<file path="src/rtl/prenc_pkg.sv">
// Shared types and helpers for the registered priority-encoder / round-robin arbiter.
package prenc_pkg;

   typedef enum logic {
      IDLE = 1'b0,
      HOLD = 1'b1
   } state_e;

   localparam logic MODE_FIXED = 1'b0;
   localparam logic MODE_RR    = 1'b1;

   // Index width for n requesters; never below one bit.
   function automatic int idx_w(input int n);
      return (n <= 2) ? 1 : $clog2(n);
   endfunction

endpackage

</file>
<file path="src/rtl/prenc_pick.sv">
// Combinational winner selection: scans downward from a start index with wraparound.
module prenc_pick
   import prenc_pkg::*;
#(
   parameter int N = 6,
   localparam int W = idx_w(N)
) (
   input  logic [N-1:0] req_i,
   input  logic [W-1:0] ptr_i,
   input  logic         mode_i,
   output logic [W-1:0] idx_o,
   output logic         found_o,
   output logic         multi_o
);

   logic [W-1:0] start;
   int           cand;

   // Fixed priority is the round-robin scan anchored at N-1.
   always_comb begin
      start   = W'(N - 1);
      idx_o   = '0;
      found_o = 1'b0;
      cand    = 0;
      if (mode_i == MODE_RR && int'(ptr_i) < N) begin
         start = ptr_i;
      end
      for (int i = 0; i < N; i++) begin
         cand = int'(start) - i;
         if (cand < 0) begin
            cand = cand + N;
         end
         if (!found_o && req_i[cand]) begin
            found_o = 1'b1;
            idx_o   = W'(cand);
         end
      end
   end

   // Clearing the lowest set bit leaves something iff two or more bits were set.
   assign multi_o = (req_i & (req_i - N'(1))) != '0;

endmodule

</file>
<file path="src/rtl/prenc_rr_arb.sv">
// Registered N-input arbiter: fixed-priority or round-robin winner held until acknowledged.
module prenc_rr_arb
   import prenc_pkg::*;
#(
   parameter int N = 6,
   localparam int W = idx_w(N)
) (
   input  logic         clk,
   input  logic         rst,
   input  logic [N-1:0] req,
   input  logic         mode,
   input  logic         out_ready,
   output logic         out_valid,
   output logic [W-1:0] out_idx,
   output logic [N-1:0] grant,
   output logic         multi,
   output state_e       dbg_state_o
);

   // Handshake: a grant transfers on any rising edge where out_valid and out_ready
   // are both 1; the held grant never changes or drops before that edge.

   state_e       state_q, state_d;
   logic [W-1:0] ptr_q, ptr_d;
   logic [W-1:0] idx_q, idx_d;
   logic [N-1:0] grant_q, grant_d;
   logic         valid_q, valid_d;
   logic         multi_q, multi_d;
   logic         mode_q, mode_d;

   logic         handshake;
   logic [W-1:0] pick_idx;
   logic         pick_found;
   logic         pick_multi;

   assign handshake = valid_q & out_ready;

   // The pointer update takes effect in the handshake cycle so back-to-back picks see it.
   always_comb begin
      ptr_d = ptr_q;
      if (handshake && mode_q == MODE_RR) begin
         ptr_d = (idx_q == '0) ? W'(N - 1) : idx_q - 1'b1;
      end
   end

   prenc_pick #(.N(N)) u_pick (
      .req_i   (req),
      .ptr_i   (ptr_d),
      .mode_i  (mode),
      .idx_o   (pick_idx),
      .found_o (pick_found),
      .multi_o (pick_multi)
   );

   always_comb begin
      state_d = state_q;
      idx_d   = idx_q;
      grant_d = grant_q;
      valid_d = valid_q;
      multi_d = multi_q;
      mode_d  = mode_q;
      if (state_q == IDLE || handshake) begin
         if (pick_found) begin
            state_d          = HOLD;
            idx_d            = pick_idx;
            grant_d          = '0;
            grant_d[pick_idx] = 1'b1;
            valid_d          = 1'b1;
            multi_d          = pick_multi;
            mode_d           = mode;
         end else begin
            state_d = IDLE;
            idx_d   = '0;
            grant_d = '0;
            valid_d = 1'b0;
            multi_d = 1'b0;
         end
      end
   end

   always_ff @(posedge clk or posedge rst) begin
      if (rst) begin
         state_q <= IDLE;
         ptr_q   <= W'(N - 1);
         idx_q   <= '0;
         grant_q <= '0;
         valid_q <= 1'b0;
         multi_q <= 1'b0;
         mode_q  <= MODE_FIXED;
      end else begin
         state_q <= state_d;
         ptr_q   <= ptr_d;
         idx_q   <= idx_d;
         grant_q <= grant_d;
         valid_q <= valid_d;
         multi_q <= multi_d;
         mode_q  <= mode_d;
      end
   end

   assign out_valid   = valid_q;
   assign out_idx     = idx_q;
   assign grant       = grant_q;
   assign multi       = multi_q;
   assign dbg_state_o = state_q;

endmodule

</file>
<file path="config.mk">
export PLATFORM = sky130hd
export DESIGN_NAME = prenc_rr_arb
export DESIGN_NICKNAME = d
export VERILOG_FILES = /design/src/rtl/prenc_pkg.sv /design/src/rtl/prenc_pick.sv /design/src/rtl/prenc_rr_arb.sv
export SDC_FILE = /design/constraint.sdc
export NUM_CORES = 1
export LEC_CHECK = 0
export CAP_MARGIN = 40
export CORE_ASPECT_RATIO = 0.6
export CORE_UTILIZATION = 60
export CTS_CLUSTER_SIZE = 40
export DETAILED_ROUTE_END_ITERATION = 6
export PLACE_DENSITY = 0.93
export SKIP_CTS_REPAIR_TIMING = 1
export SYNTH_ARGS = -nofsm -noshare
export SYNTH_HDL_FRONTEND = slang
export SYNTH_SLANG_ARGS = --single-unit
</file>
<file path="constraint.sdc">
create_clock -name clk -period 8.3 [get_ports clk]
set_input_delay 1.66 -clock clk [delete_from_list [all_inputs] [get_ports clk]]
set_output_delay 1.66 -clock clk [all_outputs]
set_load 0.01 [all_outputs]
</file>
==> out/results.txt, run 1 <==
post-route setup TNS - 0 ns
Final setup viols - 0
Vias - 1968
Overflow after GRT - 0
Via-to-Cell Ratio - 6.74
period utilisation layout - 72.7%
synthesized flop and latch total - 15
post-DP HPWL - 4040 um
vias in the first global route - 1624
CORE AREA - 0.00293 mm^2
ANT nets after route - 0
worst setup margin - 2.27 ns
Avg Cell Area, Syn - 8.17 um^2
RePlAce Congestion - 0.932
Post-route DRC - 0
Crit. End Element - flip-flop
Total Nets Final - 269
Sink Count - 15
Initial DRC Count - 298
die area - 0.00340 mm^2
Mapped Nets - 250
drt wl/cell - 18.0 um
DP Worst Slack - 2.15 ns
CTS tree - built
Worst Path Max Fanout - 17
power per cell area - 481 mW/mm^2
die width - 74.6 um
Total GRT Usage - 33.8%
async set-reset flop share out of synthesis - 100%
area leader, netlist - dfrtp_1
worst slew pin tran - 0.787 ns
Worst Path Required - 8.45 ns
first-pass GRT wire length - 8270 um
Fillers - 246
Syn Std Cell Area - 0.00190 mm^2
initial core utilization - 64.7%
top-area cell type share of the netlist area - 17.2%
Root Driver - clkbuf_8
max_slew headroom - 47.2%
pin count of the biggest net entering global routing - 18
Hold WC Path Type - flip-flop to flip-flop
Distinct cells, synth - 68
Max Clock Freq - 166 MHz
status - complete, no violations
IO Port Bufs - 21
Worst Path Arrival - 6.19 ns
Leakage - 0.842 nW
DRT Pass-1 Iters - 6
worst skew pair latency - 0.25 ns
Post-synth EDFFs - 0
most common flop cell mapped by yosys - dfrtp_1
Power, Total - 0.00104 W
Inserted Diodes - 0
Syn-to-layout area delta - 14.1%
synth top area cells - dfrtp_1, ha_1, nand2_1
kind of critical path - input port to flip-flop
Final Skew - 0.00179 ns
Hold Slack - 0.479 ns
Synth Instances - 232
initial antenna violation count - 0
Clock Pin Slew Worst Setup and Hold Paths - 0.06 ns
number of core rows - 15
die height - 45.5 um
IO Pins - 22
CTS buffer count - 3
unrepaired setup endpoints after global routing - false
most common cell in the netlist - nand2_1
Yosys warning count - 0
final WL - 5250 um
MaxCap Viol Count - 0
VDD IR-drop max - 247 uV
final count of hold timing violations - 0
Slew Limit Fails - 0
sequential-to-total area share from yosys stat - 19.9%
commonest cells in the netlist - nand2_1, nor2_1, a21oi_1
Clock Tree Buf Depth - 2
crit start category - input port
share of post-route cells with drive strength above 1 - 12.4%
Min Clock Period, post-route - 6.03 ns
htree depth - 1
==> where the power goes <==
part           total [W]  internal (W)  switching, W
Combinational   0.000842      0.000327      0.000515
Clock          0.0000607     0.0000333     0.0000273
Sequential      0.000138      0.000108     0.0000297
==> layer usage <==
metal  GRT usage [%]  wire length, um  vias up
li1                -                -      928
met1            54.1             2540      922
met5               0                0        -
met2            44.3             2070      112
met4            6.79               47        0
met3            8.41              594        6
==> sequential cells by signal, indices dropped and copies added (netlist names) <==
signal and cells:
mode_q 1, out_idx 3, ptr_q 3, multi 1, out_valid 1, grant 6
==> critical path, cell delays in order <==
cell	delay [ns]
clkdlybuf4s50_1	0.62
and3_1	0.45
o21ai_2	0.21
nor3_4	0.50
ha_1	0.54
nor2_1	0.13
o2111ai_1	0.11
o311ai_0	0.15
a311oi_1	0.69
nand2b_1	0.21
nand3_2	0.10
a21oi_1	0.33
o21ai_0	0.21
o31ai_1	0.28
==> metrics by stage <==
| step | utilization, % | area, um^2 | instances |
|---|---|---|---|
| floorplan | - | 1900 | 232 |
| global placement | 72.0 | 2110 | 287 |
| detailed placement | 72.3 | 2120 | 288 |
| CTS | 73.8 | 2160 | 292 |
| global route | 73.8 | 2160 | 292 |
| finish | 73.8 | 2160 | 292 |
==> path summary, 6_finish.rpt <==
| path | start | end | slack, ns | cells past startpoint |
|---|---|---|---|---|
| min | grant[2]$_DFFE_PP0N_ | grant[2]$_DFFE_PP0N_ | 0.48 | 2 |
| min in group asynchronous | rst | out_idx[0]$_DFFE_PP0N_ | 1.76 | 2 |
| min reg2reg | grant[2]$_DFFE_PP0N_ | grant[2]$_DFFE_PP0N_ | 0.48 | 2 |
| max | out_ready | grant[4]$_DFFE_PP0N_ | 2.27 | 14 |
| max reg2reg | out_idx[0]$_DFFE_PP0N_ | grant[4]$_DFFE_PP0N_ | 3.67 | 16 |
| max in group asynchronous | rst | multi$_DFFE_PP0N_ | 6.16 | 2 |
==> final cells by class <==
type                    count  area (um^2)  area share, %
multi-input cells         193         1410           65.0
flip-flops and latches     15          378           17.5
repair buffers             22          218           10.1
inverters                  16         62.6           2.89
well taps                  42         52.6           2.43
clock buffers               3         41.3           1.91
clock inverters             1         5.00          0.231
==> cell usage in the layout (no fill, tap or decap), types with 4 or more instances in the layout <==
cell type	count
nand2_1	24
clkdlybuf4s50_1	21
nor2_1	19
a21oi_1	15
inv_1	13
dfrtp_1	13
nand2b_1	9
a211oi_1	8
o21ai_0	8
ha_1	8
o31ai_1	7
a31oi_1	5
mux2i_1	4
nand3_1	4
==> kinds of logic (layout without fill, tap and decap cells) <==
kind of cell / count (synthesis) / count (layout) / synth area share (%)
XOR/XNOR: 3 / 3 / 2.18
multiplexers: 5 / 5 / 2.71
AO/OA/AOI/OAI: 101 / 101 / 43.2
buffers and inverters: 24 / 42 / 5.94
adder cells (fa/ha/maj): 8 / 8 / 5.28
flip-flops: 15 / 15 / 19.9
AND/OR/NAND/NOR: 76 / 76 / 20.8
No activity file was read; power rests on OpenSTA's default activity.
==> run 2: changes to the inputs <==
--- a/config.mk
+++ b/config.mk
@@ -7,10 +7,10 @@
 export LEC_CHECK = 0
 export CAP_MARGIN = 40
 export CORE_ASPECT_RATIO = 0.6
-export CORE_UTILIZATION = 60
+export CORE_UTILIZATION = 57
 export CTS_CLUSTER_SIZE = 40
 export DETAILED_ROUTE_END_ITERATION = 6
-export PLACE_DENSITY = 0.93
+export PLACE_DENSITY = 0.89
 export SKIP_CTS_REPAIR_TIMING = 1
 export SYNTH_ARGS = -nofsm -noshare
 export SYNTH_HDL_FRONTEND = slang
==> constraint.sdc (replaced) <==
create_clock -name clk -period 6.3 [get_ports clk]
set_input_delay 1.26 -clock clk [delete_from_list [all_inputs] [get_ports clk]]
set_output_delay 1.26 -clock clk [all_outputs]
set_load 0.01 [all_outputs]
==> out/results.txt, run 2 (synthesis results as in run 1) <==
CTS tree - built
initial antenna violation count - 0 (unchanged)
Root Driver - clkbuf_8
Clock Tree Buf Depth - 2 (unchanged)
DRT Pass-1 Iters - 5 (-1)
drt wl/cell - 18.5 um (+2.9%)
Max Clock Freq - 179 MHz
Post-route DRC - 0 (unchanged)
MaxCap Viol Count - 0 (unchanged)
Fillers - 234 (-4.9%)
Worst Path Required - 6.43 ns (-2.02 ns)
Sink Count - 15 (unchanged)
IO Pins - 22 (unchanged)
Slew Limit Fails - 0 (unchanged)
Vias - 2037 (+3.5%)
Worst Path Arrival - 5.73 ns (-0.46 ns)
Slowest cell on crit path - a311oi_1
period utilisation layout - 88.9%
CTS buffer count - 3 (unchanged)
number of core rows - 15 (unchanged)
post-route setup TNS - 0 ns (unchanged)
Syn-to-layout area delta - 14.1% (unchanged)
Min Clock Period, post-route - 5.60 ns
die width - 76.5 um (+2.5%)
RePlAce Congestion - 1.01 (+8.0%)
dpl cells - 288 (unchanged)
first-pass GRT wire length - 8330 um (+0.66%)
Overflow after GRT - 0 (unchanged)
crit-path cells - clkdlybuf4s50_1 -> and3_1 -> o21ai_2 -> nor3_4 -> ha_1 -> nor2_1 -> o2111ai_1 -> o311ai_0 -> a311oi_1 -> nand2b_1 -> o221ai_1 -> nand2b_1 -> o22ai_1 -> a21boi_1 -> o31ai_1
Largest register FFs - 6 (unchanged)
fin cells - 292 (unchanged)
Initial DRC Count - 268 (-10%)
Leakage - 0.842 nW (unchanged)
die height - 46.7 um (+2.5%)
IO Port Bufs - 21 (unchanged)
post-DP HPWL - 4100 um (+1.3%)
final WL - 5400 um (+2.9%)
htree depth - 1 (unchanged)
Largest stage delay, worst path - 0.65 ns (-0.04 ns)
pin count of the biggest net entering global routing - 18 (unchanged)
share of post-route cells with drive strength above 1 - 12.4% (unchanged)
Total Nets Final - 269 (unchanged)
worst skew pair latency - 0.25 ns (about the same)
Power, Total - 0.00139 W (+33%)
ANT nets after route - 0 (unchanged)
kind of critical path - input port to flip-flop
Final Skew - 0.00358 ns (+0.00178 ns)
cell mode on critical path - nand2b_1
Inserted Diodes - 0 (unchanged)
power per cell area - 642 mW/mm^2 (+33%)
Worst Path Max Fanout - 17 (unchanged)
CORE AREA - 0.00302 mm^2 (+3.2%)
WP buf/inv - 1 (unchanged)
Via-to-Cell Ratio - 6.98 (+3.5%)
unrepaired setup endpoints after global routing - false
post-place instance area - 0.00212 mm^2 (unchanged)
commonest cells after routing, fill and taps aside - nand2_1, clkdlybuf4s50_1, nor2_1
status - complete, no violations
Crit. End Element - flip-flop
worst slew pin tran - 0.731 ns (-0.0562 ns)
Hold WC Path Type - flip-flop to flip-flop
Clock Pin Slew Worst Setup and Hold Paths - 0.06 ns (about the same)
die area - 0.00357 mm^2 (+5.1%)
crit start category - input port
critical path's top delay family - compound AO/OA/AOI/OAI gates
final count of hold timing violations - 0 (unchanged)
vias in the first global route - 1685 (+3.8%)
initial core utilization - 62.7% (-2.0 points)
Total GRT Usage - 31.1% (-2.7 points)
Final setup viols - 0 (unchanged)
final instance area - 0.00216 mm^2 (unchanged)
max_slew headroom - 51.0% (+3.8 points)
most common cell after layout, fill and taps aside - nand2_1
VDD IR-drop max - 289 uV (+17%)
## run 2: metal layers
| metal | wire length, um | share of wire, % | global-route usage (%) | vias to the layer above |
|---|---|---|---|---|
| met2 | 2140 | 40 | 45.6 | 146 |
| met3 | 662 | 12 | 7.72 | 18 |
| met1 | 2500 | 46 | 45.4 | 937 |
| li1 | - | - | - | 936 |
| met4 | 107 | 2.0 | 7.69 | 0 |
| met5 | 0 | 0 | 0 | - |
## run 2: area by class of cell
class                           count  area [um^2]  area share, %
Tap cell                           42         52.6           2.43
Sequential cell                    15          378           17.5
Clock inverter                      1         5.00          0.231
Multi-Input combinational cell    193         1410           65.0
Inverter                           16         62.6           2.89
Clock buffer                        3         41.3           1.91
Timing Repair Buffer               22          218           10.1
## run 2: power breakdown
group | internal (W) | switching, W
Combinational | 0.000431 | 0.000697
Clock | 0.0000438 | 0.0000343
Sequential | 0.000142 | 0.0000401
## run 2: worst paths after layout
path	startpoint	endpoint	slack (ns)	depth (start not counted)
setup / recovery	out_ready	grant[4]$_DFFE_PP0N_	0.70	15
hold / removal	grant[4]$_DFFE_PP0N_	grant[4]$_DFFE_PP0N_	0.48	2
setup reg to reg	out_idx[0]$_DFFE_PP0N_	grant[4]$_DFFE_PP0N_	1.64	17
hold reg to reg	grant[4]$_DFFE_PP0N_	grant[4]$_DFFE_PP0N_	0.48	2
max in group asynchronous	rst	ptr_q[0]$_DFF_PP1_	4.57	2
min in group asynchronous	rst	ptr_q[1]$_DFF_PP0_	1.36	2
## run 2: worst min-delay path, delay by kind of cell (launching register included)
kind               cells  cell delay, ns
DFF                    1            0.35
and+or+nand+nor        1            0.05
AOI/OAI and AO/OA      1            0.05
## run 2: through the flow
step | hold slack [ns] | util [%] | worst slack (ns)
detailed placement | 0.470 | 70.0 | 0.583
finish | 0.485 | 71.6 | 0.701
global placement | 0.466 | 69.8 | 0.779
global route | 0.523 | 71.6 | 0.309
CTS | 0.483 | 71.6 | 0.837
floorplan | 0.516 | - | 1.85
==> run 3: changes to the inputs <==
--- a/config.mk
+++ b/config.mk
@@ -6,8 +6,10 @@
 export NUM_CORES = 1
 export LEC_CHECK = 0
 export CAP_MARGIN = 40
+export CELL_PAD_IN_SITES_DETAIL_PLACEMENT = 2
+export CELL_PAD_IN_SITES_GLOBAL_PLACEMENT = 2
 export CORE_ASPECT_RATIO = 0.6
-export CORE_UTILIZATION = 57
+export CORE_UTILIZATION = 34
 export CTS_CLUSTER_SIZE = 40
 export DETAILED_ROUTE_END_ITERATION = 6
 export PLACE_DENSITY = 0.89
==> out/results.txt, run 3 (synthesis results as in run 1) <==
Total Nets Final - 270 (+0.37%)
sw frac - 57.0% (+1.4 points)
Post-route DRC - 0 (unchanged)
MaxCap Viol Count - 0 (unchanged)
Overflow after GRT - 0 (unchanged)
first-pass GRT wire length - 11400 um (+37%)
R2R Path End - grant[3]$_DFFE_PP0N_
worst skew pair latency - 0.25 ns (about the same)
Initial DRC Count - 150 (-44%)
sw power - 0.000829 W (+7.4%)
M1 GR Usage - 39.7% (-5.7 points)
Root Driver - clkbuf_8
Max Clock Freq - 179 MHz (about the same)
Gate power share - 81.6% (+0.4 points)
die height - 59.8 um (+28%)
worst hold endpoint - grant[4]$_DFFE_PP0N_
post-DP HPWL - 5860 um (+43%)
RePlAce Congestion - 0.914 (-9.2%)
Vias - 2000 (-1.8%)
Min Clock Period, post-route - 5.60 ns (-0.00386 ns)
post-route setup TNS - 0 ns (unchanged)
most common cell after layout, fill and taps aside - nand2_1
power per cell area - 661 mW/mm^2 (+3.0%)
final count of hold timing violations - 0 (unchanged)
die area - 0.00589 mm^2 (+65%)
DRT Pass-1 Iters - 4 (-1)
Fillers - 600 (+160%)
number of core rows - 20 (+5)
Leakage - 0.847 nW (+0.58%)
Crit. End Element - flip-flop
IO Port Bufs - 21 (unchanged)
worst slew pin tran - 0.582 ns (-0.148 ns)
met3 GRT Util - 4.80% (-2.9 points)
min-delay src - grant[4]$_DFFE_PP0N_
post-place instance area - 0.00215 mm^2 (+1.8%)
CTS tree - built
Min-Delay Path Depth - 2 (unchanged)
Clock Tree Buf Depth - 2 (unchanged)
reg2reg setup slack - 1.61 ns (-0.03 ns)
Total GRT Usage - 25.9% (-5.2 points)
share of post-route cells with drive strength above 1 - 12.7% (+0.35 points)
Worst Path Arrival - 5.75 ns (+0.02 ns)
max_slew headroom - 60.9% (+10 points)
Final setup viols - 0 (unchanged)
Syn-to-layout area delta - 16.0%
Sink Count - 15 (unchanged)
final instance area - 0.00220 mm^2 (+1.7%)
Final Skew - 0.00610 ns (+0.00253 ns)
IO Pins - 22 (unchanged)
Worst Path Required - 6.45 ns (+0.02 ns)
ANT nets after route - 0 (unchanged)
Reg power frac - 13.0% (about the same)
unrepaired setup endpoints after global routing - false
kind of critical path - input port to flip-flop
initial antenna violation count - 0 (unchanged)
vias in the first global route - 1941 (+15%)
Slew Limit Fails - 0 (unchanged)
P_int - 0.000626 W (+1.5%)
worst r2r src - out_idx[0]$_DFFE_PP0N_
final WL - 7360 um (+36%)
Inserted Diodes - 0 (unchanged)
clock share of power - 5.5% (about the same)
GRT met2 Usage - 39.3% (-6.2 points)
Worst Path Max Fanout - 17 (unchanged)
die width - 98.4 um (+29%)
CORE AREA - 0.00520 mm^2 (+72%)
Clock Pin Slew Worst Setup and Hold Paths - 0.07 ns (about the same)
Hold WC Path Type - flip-flop to flip-flop
CTS buffer count - 3 (unchanged)
drt wl/cell - 23.2 um (+25%)
Largest register FFs - 6 (unchanged)
commonest cells after routing, fill and taps aside - nand2_1, clkdlybuf4s50_1, nor2_1
pin count of the biggest net entering global routing - 18 (unchanged)
GRT busiest layer - met1
initial core utilization - 36.4% (-26 points)
VDD IR-drop max - 144 uV (-50%)
crit start category - input port
Via-to-Cell Ratio - 6.31 (-9.6%)
R2R depth - 17 (unchanged)
htree depth - 1 (unchanged)
period utilisation layout - 88.8% (about the same)
status - complete, no violations
run 3: cell count changes in the layout (fill, tap and decap cells not counted), sizes merged:
| cell | before | now |
|---|---|---|
| buf | 1 | 2 |
run 3: through the flow:
stage	util, %	total power, W	worst slack (ns)	std cells	hold WS, ns
floorplan	-	0.00101	1.85	232	0.516
global placement	41.2	0.00131	0.548	312	0.464
detailed placement	41.4	0.00135	0.485	313	0.485
CTS	42.3	0.00144	0.748	317	0.501
global route	42.3	0.00157	0.298	317	0.522
finish	42.3	0.00145	0.705	317	0.493
run 3: worst max path at each step:
stage                    from                    to  depth (start not counted)
floorplan                mode  grant[5]$_DFFE_PP0N_                         17
global placement    out_ready  grant[5]$_DFFE_PP0N_                         16
detailed placement  out_ready  grant[5]$_DFFE_PP0N_                         16
CTS                 out_ready  grant[3]$_DFFE_PP0N_                         15
global route        out_ready  grant[5]$_DFFE_PP0N_                         16
finish              out_ready  grant[3]$_DFFE_PP0N_                         15
run 3: layout make-up:
class                           count  area (um^2)  share of cell area [%]
Clock buffer                        3         41.3                    1.88
Clock inverter                      1         5.00                   0.228
Inverter                           16         62.6                    2.84
Multi-Input combinational cell    193         1410                    63.9
Sequential cell                    15          378                    17.2
Tap cell                           66         82.6                    3.75
Timing Repair Buffer               23          225                    10.2
run 3: power groups by stage:
stage,combinational (W),sequential [W],clock (W)
6_report,0.00119,0.000189,0.0000793
2_1_floorplan,0.000825,0.000185,0
3_3_place_gp,0.00113,0.000185,0
3_5_place_dp,0.00117,0.000186,0
5_1_grt,0.00129,0.000193,0.0000863
4_1_cts,0.00117,0.000187,0.0000811
run 3: routing by layer:
| layer | share of wire (%) | routed length [um] |
|---|---|---|
| met1 | 53 | 3870 |
| met4 | 0 | 0 |
| met2 | 41 | 3040 |
| met5 | 0 | 0 |
| met3 | 6.1 | 452 |
run 3: worst max-delay path, cell delays in order:
cell and delay, ns:
clkdlybuf4s50_1 0.63, and3_1 0.45, o21ai_2 0.21, nor3_4 0.53, ha_1 0.53, nor2_1 0.16, o2111ai_1 0.12, o311ai_0 0.16
a311oi_1 0.40, buf_4 0.21, nand2b_1 0.13, nand3_2 0.11, a21oi_1 0.33, o22ai_1 0.21, o31ai_1 0.29
